<file path="config.mk">
export PLATFORM = sky130hd
export DESIGN_NAME = pe_conv_engine
export DESIGN_NICKNAME = d
export VERILOG_FILES = /design/src/rtl/pe_pkg.sv /design/src/rtl/pe_mac_lane.sv /design/src/rtl/pe_conv_engine.sv
export SDC_FILE = /design/constraint.sdc
export NUM_CORES = 2
export LEC_CHECK = 0
export CORE_MARGIN = 2
export CORE_UTILIZATION = 61
export CTS_CLUSTER_DIAMETER = 150
export DETAILED_ROUTE_END_ITERATION = 10
export GPL_TIMING_DRIVEN = 0
export PLACE_DENSITY_LB_ADDON = 0.08
export SYNTH_ARGS = -nofsm -noshare
export SYNTH_HDL_FRONTEND = slang
export SYNTH_HIERARCHICAL = 1
export SYNTH_SLANG_ARGS = --single-unit
</file>
<file path="constraint.sdc">
create_clock -name clk -period 11.6 [get_ports clk]
set_input_delay 2.32 -clock clk [delete_from_list [all_inputs] [get_ports clk]]
set_output_delay 2.32 -clock clk [all_outputs]
set_load 0.01 [all_outputs]
</file>
<file path="src/rtl/pe_pkg.sv">
// Shared definitions for the convolution PE: FSM encoding, packing constants and arithmetic helpers.
package pe_pkg;

  localparam int unsigned STATE_W        = 3;
  localparam int unsigned LANES_PER_WORD = 4;
  localparam int unsigned LANE_W         = $clog2(LANES_PER_WORD);

  typedef logic [STATE_W-1:0] state_t;

  localparam state_t ST_IDLE  = 3'd0;
  localparam state_t ST_FETCH = 3'd1;
  localparam state_t ST_DRAIN = 3'd2;
  localparam state_t ST_STORE = 3'd3;
  localparam state_t ST_DONE  = 3'd4;

  function automatic int unsigned out_dim(input int unsigned img, input int unsigned k,
                                          input int unsigned stride);
    return (img - k) / stride + 1;
  endfunction

  // Clamp v to the largest unsigned value representable in w bits.
  function automatic logic [63:0] saturate(input logic [63:0] v, input int unsigned w);
    logic [63:0] mx;
    mx = (64'd1 << w) - 64'd1;
    return (v > mx) ? mx : v;
  endfunction

endpackage

</file>
<file path="src/rtl/pe_mac_lane.sv">
// One channel MAC lane: selects the weight for the delayed tap and accumulates pix*w.
module pe_mac_lane #(
  parameter int unsigned DATA_W = 8,
  parameter int unsigned K      = 4,
  parameter int unsigned ACC_W  = 24,
  parameter int unsigned TW     = 5
) (
  input  logic                  clk,
  input  logic                  rst,
  input  logic                  en,
  input  logic                  clr,
  input  logic [TW-1:0]         tap,
  input  logic [DATA_W-1:0]     pix,
  input  logic [K*K*DATA_W-1:0] w,
  output logic [ACC_W-1:0]      acc
);

  localparam int unsigned PW = 2 * DATA_W;

  logic [DATA_W-1:0] w_sel;
  logic [PW-1:0]     prod;

  always_comb begin
    w_sel = w[32'(tap)*DATA_W +: DATA_W];
    prod  = PW'(pix) * PW'(w_sel);
  end

  // First tap of a window loads the product instead of adding to the stale sum.
  always_ff @(posedge clk or negedge rst) begin
    if (!rst) begin
      acc <= '0;
    end else if (en) begin
      acc <= (clr ? ACC_W'(0) : acc) + ACC_W'(prod);
    end
  end

endmodule

</file>
<file path="src/rtl/pe_conv_engine.sv">
// Convolution PE: windowed multi-channel MAC, scale/saturate, 4-per-word packing into a result RAM.
module pe_conv_engine import pe_pkg::*; #(
  parameter int unsigned NUM_CH    = 4,
  parameter int unsigned IMG_SIZE  = 16,
  parameter int unsigned K         = 4,
  parameter int unsigned STRIDE    = 1,
  parameter int unsigned DATA_W    = 8,
  parameter int unsigned ACC_W     = 24,
  parameter int unsigned SHIFT     = 0,
  parameter int unsigned OUT_W     = 8,
  parameter int unsigned MEM_DEPTH = 128
) (
  input  logic                              clk,
  input  logic                              rst,
  input  logic                              start,
  input  logic                              sat_en,
  output logic                              busy,
  output logic                              done,
  output logic                              img_rd_en,
  output logic [$clog2(IMG_SIZE*IMG_SIZE)-1:0] img_rd_addr,
  input  logic [NUM_CH*DATA_W-1:0]          img_rd_data,
  input  logic [NUM_CH*K*K*DATA_W-1:0]      filt_w,
  input  logic [$clog2(MEM_DEPTH)-1:0]      res_rd_addr,
  output logic [4*OUT_W-1:0]                res_rd_data,
  output logic [$clog2(MEM_DEPTH):0]        wr_count
);

  localparam int unsigned OD  = out_dim(IMG_SIZE, K, STRIDE);
  localparam int unsigned CW  = $clog2(IMG_SIZE + 1);
  localparam int unsigned AW  = $clog2(IMG_SIZE * IMG_SIZE);
  localparam int unsigned TW  = $clog2(K * K + 1);
  localparam int unsigned MAW = $clog2(MEM_DEPTH);
  localparam int unsigned WCW = MAW + 1;
  localparam int unsigned WW  = LANES_PER_WORD * OUT_W;

  state_t              state, state_nx;
  logic [CW-1:0]       kx, ky, ox, oy;
  logic [CW-1:0]       kx_nx, ky_nx, ox_nx, oy_nx;
  logic [AW-1:0]       addr_nx;
  logic [TW-1:0]       tap_cur, tap_d;
  logic                valid_d, first_d;
  logic                last_out;
  logic                sat_en_q;
  logic [LANE_W-1:0]   lane_q;
  logic [WW-1:0]       pack, merged;
  logic                wr_en;
  logic [ACC_W-1:0]    acc [NUM_CH];
  logic [ACC_W-1:0]    sum, scaled;
  logic [OUT_W-1:0]    res;
  logic [WW-1:0]       mem [MEM_DEPTH];

  // Next-state, window counters and the address for the next tap.
  always_comb begin
    state_nx = state;
    kx_nx    = kx;
    ky_nx    = ky;
    ox_nx    = ox;
    oy_nx    = oy;
    last_out = (ox == CW'(OD - 1)) && (oy == CW'(OD - 1));
    case (state)
      ST_IDLE: begin
        if (start) begin
          state_nx = ST_FETCH;
          kx_nx    = '0;
          ky_nx    = '0;
          ox_nx    = '0;
          oy_nx    = '0;
        end
      end
      ST_FETCH: begin
        if (kx == CW'(K - 1)) begin
          kx_nx = '0;
          if (ky == CW'(K - 1)) begin
            ky_nx    = '0;
            state_nx = ST_DRAIN;
          end else begin
            ky_nx = ky + CW'(1);
          end
        end else begin
          kx_nx = kx + CW'(1);
        end
      end
      ST_DRAIN: state_nx = ST_STORE;
      ST_STORE: begin
        if (last_out) begin
          state_nx = ST_DONE;
        end else begin
          state_nx = ST_FETCH;
          if (ox == CW'(OD - 1)) begin
            ox_nx = '0;
            oy_nx = oy + CW'(1);
          end else begin
            ox_nx = ox + CW'(1);
          end
        end
      end
      ST_DONE: state_nx = ST_IDLE;
      default: state_nx = ST_IDLE;
    endcase
    addr_nx = AW'((32'(oy_nx) * STRIDE + 32'(ky_nx)) * IMG_SIZE + 32'(ox_nx) * STRIDE + 32'(kx_nx));
    tap_cur = TW'(32'(ky) * K + 32'(kx));
  end

  always_ff @(posedge clk or negedge rst) begin
    if (!rst) begin
      state       <= ST_IDLE;
      kx          <= '0;
      ky          <= '0;
      ox          <= '0;
      oy          <= '0;
      busy        <= 1'b0;
      done        <= 1'b0;
      img_rd_en   <= 1'b0;
      img_rd_addr <= '0;
    end else begin
      state     <= state_nx;
      kx        <= kx_nx;
      ky        <= ky_nx;
      ox        <= ox_nx;
      oy        <= oy_nx;
      busy      <= (state_nx == ST_FETCH) || (state_nx == ST_DRAIN) || (state_nx == ST_STORE);
      done      <= (state_nx == ST_DONE);
      img_rd_en <= (state_nx == ST_FETCH);
      if (state_nx == ST_FETCH) begin
        img_rd_addr <= addr_nx;
      end
    end
  end

  // Pixel data lags its address by one cycle, so the tap index travels with it.
  always_ff @(posedge clk or negedge rst) begin
    if (!rst) begin
      tap_d   <= '0;
      valid_d <= 1'b0;
      first_d <= 1'b0;
    end else begin
      tap_d   <= tap_cur;
      valid_d <= (state == ST_FETCH);
      first_d <= (state == ST_FETCH) && (tap_cur == '0);
    end
  end

  for (genvar c = 0; c < NUM_CH; c++) begin : g_lane
    pe_mac_lane #(
      .DATA_W (DATA_W),
      .K      (K),
      .ACC_W  (ACC_W),
      .TW     (TW)
    ) u_lane (
      .clk (clk),
      .rst (rst),
      .en  (valid_d),
      .clr (first_d),
      .tap (tap_d),
      .pix (img_rd_data[c*DATA_W +: DATA_W]),
      .w   (filt_w[c*K*K*DATA_W +: K*K*DATA_W]),
      .acc (acc[c])
    );
  end

  // Channel reduction, scaling and output stage merged into the pending word.
  always_comb begin
    sum = '0;
    for (int c = 0; c < NUM_CH; c++) begin
      sum = sum + acc[c];
    end
    scaled = sum >> SHIFT;
    res    = sat_en_q ? OUT_W'(saturate(64'(scaled), OUT_W)) : OUT_W'(scaled);
    merged = pack | (WW'(res) << (32'(lane_q) * OUT_W));
    wr_en  = (state == ST_STORE) && ((lane_q == LANE_W'(LANES_PER_WORD - 1)) || last_out);
  end

  always_ff @(posedge clk or negedge rst) begin
    if (!rst) begin
      sat_en_q <= 1'b0;
      lane_q   <= '0;
      pack     <= '0;
      wr_count <= '0;
    end else if ((state == ST_IDLE) && start) begin
      sat_en_q <= sat_en;
      lane_q   <= '0;
      pack     <= '0;
      wr_count <= '0;
    end else if (state == ST_STORE) begin
      lane_q <= lane_q + LANE_W'(1);
      pack   <= wr_en ? WW'(0) : merged;
      if (wr_en) begin
        wr_count <= wr_count + WCW'(1);
      end
    end
  end

  // Result RAM is intentionally not reset; the read port returns pre-write data on collisions.
  always_ff @(posedge clk) begin
    if (wr_en) begin
      mem[wr_count[MAW-1:0]] <= merged;
    end
  end

  always_ff @(posedge clk or negedge rst) begin
    if (!rst) begin
      res_rd_data <= '0;
    end else begin
      res_rd_data <= mem[res_rd_addr];
    end
  end

endmodule

</file>
# Word-level counts from Yosys, hierarchy flattened
# Memories as Yosys holds them, arrays and structs flattened. A register that Yosys moved wholly into a read port is not among the register bits.
# Cells that the tools add are included.
[word_totals]
reg_bits = 180
mem_bits_rw = 4096
word_cells = 110
mem_count = 1
[classes]
addsub = 17
mul = 4
n_lt_le_gt_ge = 1
n_eq_ne = 12
shifts = 5
muxes = 36
bitwise_logic = 1
reduce_logical = 13
[memory_table]
columns = ["name", "words", "word_bits", "rd", "rd_clocked_by_memory_dff", "wr", "line_no", "text"]
rows = [
  ["mem", 128, 32, 1, 1, 1, "pe_conv_engine.sv:50", "logic [WW-1:0] mem [MEM_DEPTH];"],
]
[ops]
columns = ["operator", "count"]
rows = [
  ["$shiftx 128x9->8", 4],
  ["$add 24x16->24", 4],
  ["$mux 24", 4],
  ["$mux 32", 3],
  ["$add 24x24->24", 3],
  ["$mul 8x8->16", 4],
  ["$mux 5", 11],
  ["$mux 8", 5],
  ["$pmux 5 s2", 4],
  ["$or 32x32->32", 1],
  ["$shl 8x5->32", 1],
  ["$gt 24x8->1 const B", 1],
  ["$add 5x1->5 const B", 4],
  ["$add 8x5->8", 2],
  ["$eq 3x2->1 const B", 4],
  ["$mux 3", 4],
  ["$pmux 3 s4", 1],
  ["$eq 5x2->1 const B", 2],
  ["$eq 5x4->1 const B", 2],
  ["$add 8x1->8 const B", 1],
  ["$eq 3x1->1 const B", 2],
  ["$add 5x5->5", 1],
  ["$logic_not 5->1", 1],
  ["$add 4x4->4", 1],
  ["11 further kinds", 19],
]

# Longest topological paths before layout
[logic_depth]
word_depth = 11
mapped_depth = 23
ltp_nobuf = 20

# Cells and area by module
# The synthesis kept the hierarchy.
[modules_own_cells]
columns = ["module", "n_inst", "cells_each", "area_per_inst_um2"]
rows = [
  ["pe_conv_engine", 1, 6983, 164550.3],
  ["pe_mac_lane at g_lane[0].u_lane ...", 3, 492, 4901.0],
  ["pe_mac_lane at g_lane[3].u_lane", 1, 505, 5108.6],
]

# Worst setup path before layout
# Ideal clock, no wire load.
[synth_timing]
kind = "register -> register"
start = "reg g_lane[3].u_lane.acc[1]"
end = "mem mem[0][11] in the netlist's numbering (data pin)"
arrival_time_ps = 7487
required_ps = 10631
path_slack_ps = 3144
stages_incl_launch_ff = 17
period_less_slack_ps = 8456
path_cell_list = "dfrtp_1 inv_1 fa_1 fa_1 inv_1 ha_1 inv_1 fa_1 nand2b_1 a21o_1 a21o_1 a2111oi_0 o211ai_1 nand4_1 nor3_4 buf_4 a31oi_1"
[synth_via]
elab_chain_cells = 6
[synth_lines]
columns = ["item", "line_no", "text"]
rows = [
  ["from (decl)", "pe_mac_lane.sv:15", "output logic [ACC_W-1:0] acc"],
  ["from (signal assigned)", "pe_mac_lane.sv:33", "acc <= (clr ? ACC_W'(0) : acc) + ACC_W'(prod);"],
  ["$add 24x24->24 (*)", "pe_conv_engine.sv:165", "sum = sum + acc[c];"],
  ["$gt 24x8->1", "pe_pkg.sv:25", "return (v > mx) ? mx : v;"],
  ["$mux 8", "pe_pkg.sv:25", ""],
  ["$mux 8 (*)", "pe_conv_engine.sv:168", "res = sat_en_q ? OUT_W'(saturate(64'(scaled), OUT_W)) : OUT_W'(scaled);"],
  ["$shl 8x5->32 (*)", "pe_conv_engine.sv:169", "merged = pack | (WW'(res) << (32'(lane_q) * OUT_W));"],
  ["$or 32x32->32 (*)", "pe_conv_engine.sv:169", ""],
  ["named net merged[11]", "pe_conv_engine.sv:45", "logic [WW-1:0] pack, merged;"],
  ["to (decl)", "pe_conv_engine.sv:50", ""],
]
# The timed path passes the listed nets; every way through them passes the cells marked *.

# Worst setup path in the final report
[layout_timing]
start = "reg tap_d[2]"
end = "reg g_lane[3].u_lane.acc[22]"
[layout_via]
elab_chain_cells = 3
[layout_lines]
columns = ["item", "line_no", "text"]
rows = [
  ["from (decl)", "pe_conv_engine.sv:40", "logic [TW-1:0] tap_cur, tap_d;"],
  ["from (signal assigned)", "pe_conv_engine.sv:137", "tap_d <= tap_cur;"],
  ["$shiftx 128x9->8", "pe_mac_lane.sv:24", "w_sel = w[32'(tap)*DATA_W +: DATA_W];"],
  ["$mul 8x8->16", "pe_mac_lane.sv:25", "prod = PW'(pix) * PW'(w_sel);"],
  ["$add 24x16->24", "pe_mac_lane.sv:33", ""],
]
# Every way passes these cells.
# A chain may end at the register's enable or synchronous reset.

==> summary by stage <==
Clocking
In this run the post-CTS setup repair buffer count came out at 0. The number of buffers created by CTS is 420. The number of buffers between clock root and the deepest sink is 4. The sink count of the clock tree is 4308. The tree is rooted in a sky130_fd_sc_hd__clkbuf_16. Clock-pin slew was measured on the worst setup and hold paths at 0.06 ns. Post-CTS repair changed the size of 0 cells. The CTS tree is done. The source-to-sink clock delay at the later pin of the worst-skew pair is 0.96 ns.

The hold buffer count at cts is 0. The maximum level of the CTS H-tree is 5.

Status
The checks that failed: capacitance limit, slew limit. The flow ran to the end, but the final reports show violations.

Final layout
The post-route netlist has 26.0% of its cells at a drive strength greater than 1. The number of inserted filler cells in the final layout is 17500. Relative to the synthesized area, the layout overhead comes to 17.2%. The number of nets in the layout is 11200. The post-route core utilization is 72.0%. The final non-filler cell area is 0.216 mm^2.

Pwr
Across the VDD grid, the largest voltage drop is 858 uV. The total chip power is 0.0720 W. Dividing total power by cell area gives a power density of 333 mW/mm^2. In this run the static leakage power is 72.0 nW.

Synthesis
The post-synthesis instance total is 8964. The number of warnings printed during yosys synthesis is 6. After synthesis the cells add up to 0.184 mm^2. The number of flops mapped to enable cells by yosys is 4096.

Counting flops with an async set or reset pin after synthesis yields a share of 4.92%. The synthesized design contains 4308 register bits. The count of unique library cells instantiated by Yosys is 76.

For this run, the register share of the synthesized area comes to 69.6%. The flip-flop cell with the highest count after synthesis is sky130_fd_sc_hd__edfxtp_1. Dividing the synthesized area by the synthesized cell count gives 20.6 um^2.

The number of nets handed over by synthesis was 9978.

STA
The share of the cycle needed by the critical path after routing is 72.0%. The number of failing hold endpoints at the final stage is 0. For the pin with the worst max-slew slack, the measured transition is 1.59 ns. Summed over all failing endpoints, the final setup total negative slack is 0 ns. The tightest hold path in the finished design has a slack of 0.506 ns. The fmax is 120 MHz. The final setup violation count is 0.

The headroom to the max-slew limit is -5.69%. The max-slew violation count is 11. The worst path needs 8.36 ns of the cycle, external delays included. The largest clock skew in the final design is 0.0617 ns. Setup repair after global routing left no endpoint under its margin.

GRT
The via count of the first global-routing pass is 101000. Entering global routing, the biggest net connects 106 pins. The number of antenna violations at the first check in global routing was 65.

After global routing the overflow that remains totals 0. Global routing used 34.3% of the available tracks across all layers. The first global-routing pass estimated 738000 um of wire.

Detailed routing
The remaining design rule violation count is 0. In the final routed layout, each cell accounts on average for 35.5 um. The count of nets left with antenna violations once routing finished came out at 0. Summing over every cut layer, the via total after detailed routing is 98200. The routed design has 521000 um of wire. The number of iterations in the first detailed-routing pass is 6.

The number of DRC markers in iteration 0 is 12900. After detailed routing, the number of vias per cell comes to 6.70.

Die
Pin placement for this block handled 606 I/O pins. The floorplan has 201 rows. The die covers 0.307 mm^2. The height of the die is 554 um.

The effective utilization at floorplan is 61.4%. In this run the standard cell core region covers 0.300 mm^2. The die width is 554 um.

Min path
The path with the worst hold slack has its endpoint at tap_d[1]$_DFF_PN0_. The number of instances on the worst hold path is 0. The launch instance of the worst min-delay path is kx[1]$_DFF_PN0_.

The type of the worst min-delay path is register to register.

Setup path
The worst register-to-register path ends at g_lane[3].u_lane/acc[22]$_DFFE_PN0P_. The signal on the critical path passes through buf_2 -> buf_1 -> mux4_2 -> mux4_2 -> nor2b_2 -> and2_1 -> fa_1 -> inv_1 -> fa_1 -> inv_1 -> fa_1 -> inv_1 -> fa_1 -> inv_1 -> ha_1 -> a21oi_1 -> o21ai_0 -> a2111oi_2 -> nor2_1 -> and3_1 -> a311oi_1. STA classifies the critical path endpoint as a register.

The setup path with the least slack is of type register to register. The depth of the most critical reg-to-reg path is 21. For the worst setup path, the data arrival time is 9.18 ns. The critical-path cell with the highest stage delay is sky130_fd_sc_hd__dfrtp_1.

The worst reg2reg path startpoint is tap_d[2]$_DFF_PN0_. For this run, the slowest stage of the critical path takes 1.22 ns. STA puts the critical path data required time at 12.42 ns. For flop-to-flop paths, the worst setup slack is 3.24 ns.

The cell family contributing the most delay on the critical path is adder cells. The number of buffers and inverters on the critical path is 6. Along the worst path, the maximum fanout reaches 20. STA classifies the critical path startpoint as a register.

Placement
The number of input and output port buffers inserted is 598. At the end of routability-driven placement, the weighted congestion stood at 1.04. The placed instances occupy a cell area of 0.202 mm^2.

Once detailed placement completed, the half-perimeter wirelength came to 361000 um.

Run
The tool flagged a number of max-cap violations equal to 2.
## synthesized netlist by cell type (all sizes together) (36+ instances only)
library cell  instances  area [um^2]
clkbuf              276         1040
mux4               1504        34000
inv                 485         1820
a21o                 36          270
nand4                56          350
edfxtp             4096       123000
mux2                 94         1060
ha                  209         2620
nor2                258          968
fa                  250         5000
dfrtp               212         5310
nor4                 42          263
a31oi                48          300
nor2b                83          522
buf                 191         1060
xnor2                52          455
o21ai                98          490
and2                179         1120
nand2b               68          425
nand2               208          781
a21oi               151          756
## power breakdown
part / switching (W) / internal [W] / total, W
registers: 0.000366 / 0.0238 / 0.0241
clock network: 0.00585 / 0.00766 / 0.0135
logic: 0.0217 / 0.0126 / 0.0343
total: 0.0280 / 0.0440 / 0.0720
## registers in the layout (all words and copies together) (netlist names)
| register | count |
|---|---|
| busy | 1 |
| done | 1 |
| first_d | 1 |
| g_lane.u_lane/acc | 96 |
| img_rd_addr | 8 |
| img_rd_en | 1 |
| kx | 5 |
| ky | 5 |
| lane_q | 2 |
| mem | 4096 |
| ox | 5 |
| oy | 5 |
| pack | 32 |
| res_rd_data | 32 |
| sat_en_q | 1 |
| state | 3 |
| tap_d | 5 |
| valid_d | 1 |
| wr_count | 8 |
## cells in the final DEF, fill, tap and decap left out, types with 208 or more instances in the layout
cell                              Yosys  routed
sky130_fd_sc_hd__fa_1               250     250
sky130_fd_sc_hd__clkdlybuf4s50_1      0     597
sky130_fd_sc_hd__dfrtp_1            212     211
sky130_fd_sc_hd__mux4_2            1478    1478
sky130_fd_sc_hd__nand2_1            208     208
sky130_fd_sc_hd__clkbuf_16            0     423
sky130_fd_sc_hd__inv_1              485     485
sky130_fd_sc_hd__ha_1               209     209
sky130_fd_sc_hd__clkbuf_1           276     325
sky130_fd_sc_hd__edfxtp_1          4096    4096
## how the worst max path moves through the flow
stage / from / end / slack, ns / depth (start not counted)
3_3_place_gp: g_lane[2].u_lane/acc[11]$_DFFE_PN0P_ / mem[126][13]$_DFFE_PP_ / -3.68 / 15
6_report: tap_d[2]$_DFF_PN0_ / g_lane[3].u_lane/acc[22]$_DFFE_PN0P_ / 3.24 / 21
4_1_cts: tap_d[2]$_DFF_PN0_ / g_lane[3].u_lane/acc[22]$_DFFE_PN0P_ / 3.13 / 21
2_1_floorplan: g_lane[3].u_lane/acc[1]$_DFFE_PN0P_ / mem[0][11]$_DFFE_PP_ / 3.14 / 16
3_5_place_dp: filt_w[482] / g_lane[3].u_lane/acc[22]$_DFFE_PN0P_ / 2.86 / 20
5_1_grt: tap_d[2]$_DFF_PN0_ / g_lane[3].u_lane/acc[22]$_DFFE_PN0P_ / 2.93 / 21
## stage by stage
step	cells	setup slack [ns]
2_1_floorplan	8964	3.14
3_3_place_gp	13500	-3.68
3_5_place_dp	13800	2.86
6_report	14700	3.24
4_1_cts	14500	3.13
5_1_grt	14600	2.93
## final cells by class
| type | instances | area, um^2 | share of cell area, % |
|---|---|---|---|
| well taps | 3958 | 4950 | 2.29 |
| flip-flops and latches | 4308 | 128000 | 59.4 |
| plain buffers | 467 | 2140 | 0.988 |
| repair buffers | 845 | 11400 | 5.29 |
| multi-input cells | 3703 | 53600 | 24.8 |
| clock inverters | 269 | 2620 | 1.21 |
| inverters | 486 | 1820 | 0.844 |
| clock buffers | 503 | 10900 | 5.06 |
| diodes | 124 | 310 | 0.144 |
## cells by family (layout without fill, tap and decap cells)
logic type,after synthesis,in the layout,synth area share (%)
flip-flops,4308,4308,69.6
multiplexers,1614,1614,19.1
AND/OR/NAND/NOR,1058,1058,2.99
buffers and inverters,953,2570,2.13
AO/OA/AOI/OAI,488,488,1.67
adder cells (fa/ha/maj),459,459,4.13
XOR/XNOR,84,84,0.399
other,0,124,0
## metal layers
| metal | global-route usage, % | wire [um] |
|---|---|---|
| met5 | 0 | 139 |
| met4 | 15.7 | 27000 |
| met3 | 8.12 | 56600 |
| met2 | 55.5 | 256000 |
| met1 | 44.8 | 182000 |
Power figures use the tool's default switching activity.
